===== src/rtl/paralelo_serial_if.sv =====
// ---------------------------------------------------------------------------
// paralelo_serial_if
//
// Bundles the byte-side handshake and the serial-side status of the
// parallel-to-serial converter into one connection.
//
// Signals:
//   data_in     [7:0]  parallel byte offered by the upstream mux stage
//   valid_in           data_in carries a real byte this frame
//   data_out           serial bit stream, MSB first
//   load_strobe        high during the cycle whose closing edge samples
//                      data_in / valid_in
//   active             sync preamble finished, bytes are being accepted
//   drop               one-cycle pulse: a valid byte was discarded during
//                      the sync preamble
//
// Modports:
//   master  upstream side (drives the byte, observes the serial side)
//   slave   the converter itself
// ---------------------------------------------------------------------------
interface paralelo_serial_if;
    logic [7:0] data_in;
    logic       valid_in;
    logic       data_out;
    logic       load_strobe;
    logic       active;
    logic       drop;

    modport master (
        output data_in,
        output valid_in,
        input  data_out,
        input  load_strobe,
        input  active,
        input  drop
    );

    modport slave (
        input  data_in,
        input  valid_in,
        output data_out,
        output load_strobe,
        output active,
        output drop
    );
endinterface


===== src/rtl/paralelo_serial.sv =====
// ---------------------------------------------------------------------------
// paralelo_serial
//
// Serialises one byte every 8 clk_32f cycles, MSB first. After reset it sends
// SYNC_COUNT comma bytes (IDLE_CHAR) so the receiver can lock on, and only
// then starts taking bytes from upstream. Whenever no valid byte is offered
// the comma byte is sent, so the line never has gaps or bit slips.
//
// Parameters:
//   IDLE_CHAR   comma byte sent when there is nothing else to send
//   SYNC_COUNT  number of comma bytes in the post-reset preamble (1..15)
//
// Ports:
//   clk_32f  bit clock, every state change happens on its rising edge
//   reset    asynchronous, active-high, clears everything immediately
//   bus      paralelo_serial_if.slave (data_in, valid_in, data_out,
//            load_strobe, active, drop)
// ---------------------------------------------------------------------------
module paralelo_serial #(
    parameter logic [7:0]  IDLE_CHAR  = 8'hBC,
    parameter int unsigned SYNC_COUNT = 4
) (
    input  logic           clk_32f,
    input  logic           reset,
    paralelo_serial_if.slave bus
);

    typedef enum logic {
        SYNC   = 1'b0,
        ACTIVE = 1'b1
    } state_t;

    localparam logic [3:0] SYNC_LAST = 4'(SYNC_COUNT);

    state_t     state;
    logic [7:0] shreg;
    logic [2:0] bit_cnt;
    logic [3:0] sync_cnt;
    logic       drop_q;

    logic       load_edge;
    logic [7:0] next_byte;
    logic [3:0] sync_cnt_inc;

    // The edge that closes a cycle with bit_cnt == 7 is the frame boundary:
    // it loads a fresh byte instead of shifting. Upstream data only counts
    // once the preamble is over; until then the comma byte is forced.
    always_comb begin
        load_edge    = (bit_cnt == 3'd7);
        next_byte    = IDLE_CHAR;
        sync_cnt_inc = sync_cnt + 4'd1;
        if (state == ACTIVE && bus.valid_in) begin
            next_byte = bus.data_in;
        end
    end

    // Shift register, bit counter and the SYNC/ACTIVE state machine.
    // Reset parks bit_cnt at 7 so the very first edge after release is a
    // load edge and starts the first preamble comma without a partial frame.
    // In SYNC every load edge counts one comma; the load edge that reaches
    // SYNC_COUNT still sends a comma and only the following frame may carry
    // data. A valid byte offered during any SYNC load is reported on drop.
    always_ff @(posedge clk_32f or posedge reset) begin
        if (reset) begin
            state    <= SYNC;
            shreg    <= 8'h00;
            bit_cnt  <= 3'd7;
            sync_cnt <= 4'd0;
            drop_q   <= 1'b0;
        end else begin
            bit_cnt <= bit_cnt + 3'd1;
            drop_q  <= 1'b0;
            if (load_edge) begin
                shreg <= next_byte;
                if (state == SYNC) begin
                    sync_cnt <= sync_cnt_inc;
                    drop_q   <= bus.valid_in;
                    if (sync_cnt_inc == SYNC_LAST) begin
                        state <= ACTIVE;
                    end
                end
            end else begin
                shreg <= {shreg[6:0], 1'b0};
            end
        end
    end

    // All outputs come straight from registers (load_strobe from bit_cnt
    // only), so nothing on the serial side depends combinationally on the
    // upstream byte.
    assign bus.data_out    = shreg[7];
    assign bus.load_strobe = load_edge;
    assign bus.active      = (state == ACTIVE);
    assign bus.drop        = drop_q;

endmodule


===== src/flat_wrapper.sv =====
// flat-port wrapper written by rule: the top's interface ports become plain ports
module paralelo_serial_flat 
#(
    parameter logic [7:0]  IDLE_CHAR  = 8'hBC,
    parameter int unsigned SYNC_COUNT = 4
)
  (clk_32f, reset, bus_data_in, bus_valid_in, bus_data_out, bus_load_strobe, bus_active, bus_drop);
  paralelo_serial_if bus_i ();
  input  logic clk_32f;
  input  logic reset;
  input wire logic [$bits(bus_i.data_in)-1:0] bus_data_in;
  input wire logic [$bits(bus_i.valid_in)-1:0] bus_valid_in;
  output wire logic [$bits(bus_i.data_out)-1:0] bus_data_out;
  output wire logic [$bits(bus_i.load_strobe)-1:0] bus_load_strobe;
  output wire logic [$bits(bus_i.active)-1:0] bus_active;
  output wire logic [$bits(bus_i.drop)-1:0] bus_drop;
  assign bus_i.data_in = bus_data_in;
  assign bus_i.valid_in = bus_valid_in;
  assign bus_data_out = bus_i.data_out;
  assign bus_load_strobe = bus_i.load_strobe;
  assign bus_active = bus_i.active;
  assign bus_drop = bus_i.drop;
  paralelo_serial #(.IDLE_CHAR(IDLE_CHAR), .SYNC_COUNT(SYNC_COUNT)) u_core (.clk_32f(clk_32f), .reset(reset), .bus(bus_i));
endmodule

===== config.mk =====
export PLATFORM = sky130hd
export DESIGN_NAME = paralelo_serial_flat
export DESIGN_NICKNAME = d
export VERILOG_FILES = /design/src/rtl/paralelo_serial_if.sv /design/src/rtl/paralelo_serial.sv /design/src/flat_wrapper.sv
export SDC_FILE = /design/constraint.sdc
export NUM_CORES = 1
export LEC_CHECK = 0
export CORE_MARGIN = 3
export CORE_UTILIZATION = 50
export CTS_CLUSTER_DIAMETER = 60
export DETAILED_ROUTE_END_ITERATION = 10
export GPL_ROUTABILITY_DRIVEN = 0
export PLACE_DENSITY_LB_ADDON = 0.08
export SLEW_MARGIN = 20
export SYNTH_ARGS = -nofsm -noshare
export SYNTH_HDL_FRONTEND = slang
export SYNTH_SLANG_ARGS = --single-unit
export TNS_END_PERCENT = 20

===== constraint.sdc =====
create_clock -name clk_32f -period 4.21 [get_ports clk_32f]
set_clock_uncertainty 0.15 [all_clocks]
set_input_delay 0.6315 -clock clk_32f [delete_from_list [all_inputs] [get_ports clk_32f]]
set_output_delay 0.6315 -clock clk_32f [all_outputs]
set_load 0.01 [all_outputs]

==> results.cfg <==
[power_and_ir_drop]
ir_drop_mv = 0.2068
switching_power_mw = 0.05555
leakage_nw = 0.3937
finalPower_mw = 0.2682
intPower_mw = 0.2126
seqPwrFrac = 0.625
clockPowerShare = 0.306
cellPowerDensity_mw_per_mm2 = 317.5
swShare = 0.2071
p_comb_frac = 0.069

[global_route]
grt_pass1_vias = 409
grt_max_degree = 19
grt_usage = 0.1229
antenna_found_initial = 0
grt_overflow = 0
grt_pass1_wl_um = 1731

[synth]
synth_top_cell_by_area = dfrtp_1
synth-simple-area-share = 0.1463
netlist_area_sq_um = 675.6
synth_compound_area_frac = 0.05556
syn_inst = 58
ys_ff_latch = 17
ys_types = 18
seq_area_frac_synth = 0.6352
synth_top_area_frac = 0.5185
syn_area_per_cell_sq_um = 11.65
synth_fa_ha_area_frac = 0.05556
synth_xor_area_frac = 0.03889
synthMuxAreaShare = 0.02222
syn-num-nets = 72
synth-warning-count = 0
synth_top_family_by_area = simple AND/OR/NAND/NOR gates
synthTopCellsByArea = dfrtp_1, dfstp_2, nor2_1

[timing]
setup_viol = 0
setup_slack_ps = 1347
finalMaxSlewViolations = 0
tns_ps = 0
fin_hold_ws_ps = 306.4
fmax_mhz = 349.2
worst_pin_slew_ps = 617.5
finalCritPeriodShare = 0.6801
slew_headroom = 0.5879
hold_viol_final = 0
layout_min_cycle_time_ps = 2863
grt_setup_unrepaired = false

[clocking]
ctsLongestPathBuffers = 2
worstSkewPairLatency_ps = 280
cts_buffers = 3
cts-resized-gates = 0
cts-root-buf = clkbuf_4
cts.sinks = 17
cts_setup_buffers = 0
htree_levels = 1
cts_tree = done
ctsHoldBuffers = 0
clkTransAtPathRegs_ps = 100

[routing]
drt_iter0_drc = 2
drtPass1Iterations = 2
drc_errors = 0
wl_um = 993
wire_per_inst_um = 11.28
vias_per_cell = 4.773
vias = 420
drtAntennaViolNets = 0

[critical_path]
start_kind = flop
worstSetupPathType = flop to output port
worstPathRequired_ps = 3430
cpMaxStageDelayCell = clkdlybuf4s50_1
cp_slowest_stage_delay_ps = 640
arrival_ps = 2080
r2r_start = u_core.bit_cnt[0]$_DFF_PP1_
end_kind = output port
startpoint = u_core.bit_cnt[0]$_DFF_PP1_
path_cells = ha_1, ha_1, clkdlybuf4s50_1
crit_top_cell = ha_1
critPathMaxFanout = 18

[finish]
post-route-util = 0.7120
drive_above_1_share = 0.1216
fillers = 99
syn_to_final_growth_pct = 25.00
stdcell_count = 88
antenna_cells = 0
final_area_sq_um = 844.6
fin_nets = 89

[floorplanning]
rows = 12
dieArea_sq_mm = 0.001828
fp.dieW_um = 42.76
core_area_sq_mm = 0.001186
start_util = 0.5696
die_h_um = 42.76
io_pins = 15

[hold_path]
worstHoldPathType = flop to flop
hold_start = u_core.bit_cnt[0]$_DFF_PP1_

[place]
port_buffers = 14
place_ws_ps = 1638
dp_hpwl_um = 747.3
placed_area_sq_um = 817.0
placedCellCount = 84

[flow_run]
max_cap_violations = 0

[run_status]
status = complete, no violations
==> worst max-delay path, delay by kind of cell, from the launching register on <==
family | cells | cell delay (ps)
flops | 1 | 540
fa+ha+maj | 2 | 620
buf+inv | 1 | 640
==> registers in the layout (all words and copies together) (netlist names) <==
register	cells
u_core.bus.drop	1
u_core.bit_cnt	3
u_core.bus.active	1
u_core.sync_cnt	4
u_core.shreg	8
==> logic make-up (layout without fill, tap and decap cells) <==
logic type / after synthesis / after routing
AND/OR/NAND/NOR: 21 / 21
flip-flops: 17 / 17
AO/OA/AOI/OAI: 7 / 7
buffers and inverters: 6 / 22
adder cells (fa/ha/maj): 3 / 3
XOR/XNOR: 3 / 3
multiplexers: 1 / 1
==> cell usage after synthesis <==
library cell  count
and2b_4           1
dfrtp_1          14
nand4_1           1
or2_1             1
xnor2_1           2
buf_6             1
a21oi_1           5
o22ai_1           2
buf_2             1
xor2_1            1
mux2_4            1
ha_1              3
nand2_1           5
inv_1             4
dfstp_2           3
nor2_1           11
and2_1            1
nor4bb_1          1
==> layout by cell type, fill, tap and decap left out <==
cell / instances
and2_1: 1
ha_1: 3
nand4_1: 1
nand2_1: 5
nor4bb_1: 1
and2b_4: 1
mux2_4: 1
inv_1: 4
clkinv_2: 1
nor2_1: 11
a21oi_1: 5
xor2_1: 1
clkbuf_4: 3
xnor2_1: 2
dfstp_2: 3
or2_1: 1
clkdlybuf4s50_1: 14
dfrtp_1: 14
o22ai_1: 2
==> area by class of cell <==
cell class / instances / area, sq um / area share
clock buffers: 3 / 22.52 / 0.02667
clock inverters: 1 / 5.005 / 0.005926
repair buffers: 14 / 140.1 / 0.1659
multi-input cells: 35 / 215.2 / 0.2548
flip-flops and latches: 17 / 429.2 / 0.5081
well taps: 14 / 17.52 / 0.02074
inverters: 4 / 15.01 / 0.01778
==> routing by layer <==
metal  up-vias  part of all wire  global-route usage
li1        220                 -                   -
met5         -                 0                   0
met3         0             0.057             0.02542
met4         0                 0             0.03727
met1       191              0.46              0.1595
met2         9              0.48              0.2036
==> power groups by stage <==
stage	combinational, mW	clock, mW	sequential (mW)
2_1_floorplan	0.00673	0	0.171
3_3_place_gp	0.0187	0	0.171
3_5_place_dp	0.0190	0	0.171
4_1_cts	0.0190	0.0871	0.168
5_1_grt	0.0206	0.0950	0.168
6_report	0.0186	0.0821	0.167
==> path summary, 6_finish.rpt <==
check | slack (ps) | cells past startpoint | endpoint
max | 1350 | 3 | bus_load_strobe
min | 310 | 1 | u_core.bit_cnt[0]$_DFF_PP1_
max reg2reg | 2200 | 4 | u_core.sync_cnt[1]$_DFFE_PP0P_
min reg2reg | 310 | 1 | u_core.bit_cnt[0]$_DFF_PP1_
max in group asynchronous | 2940 | 2 | u_core.sync_cnt[2]$_DFFE_PP0P_
min in group asynchronous | 570 | 2 | u_core.shreg[5]$_DFF_PP0_
Note: power is estimated with default switching activity, not from simulation.
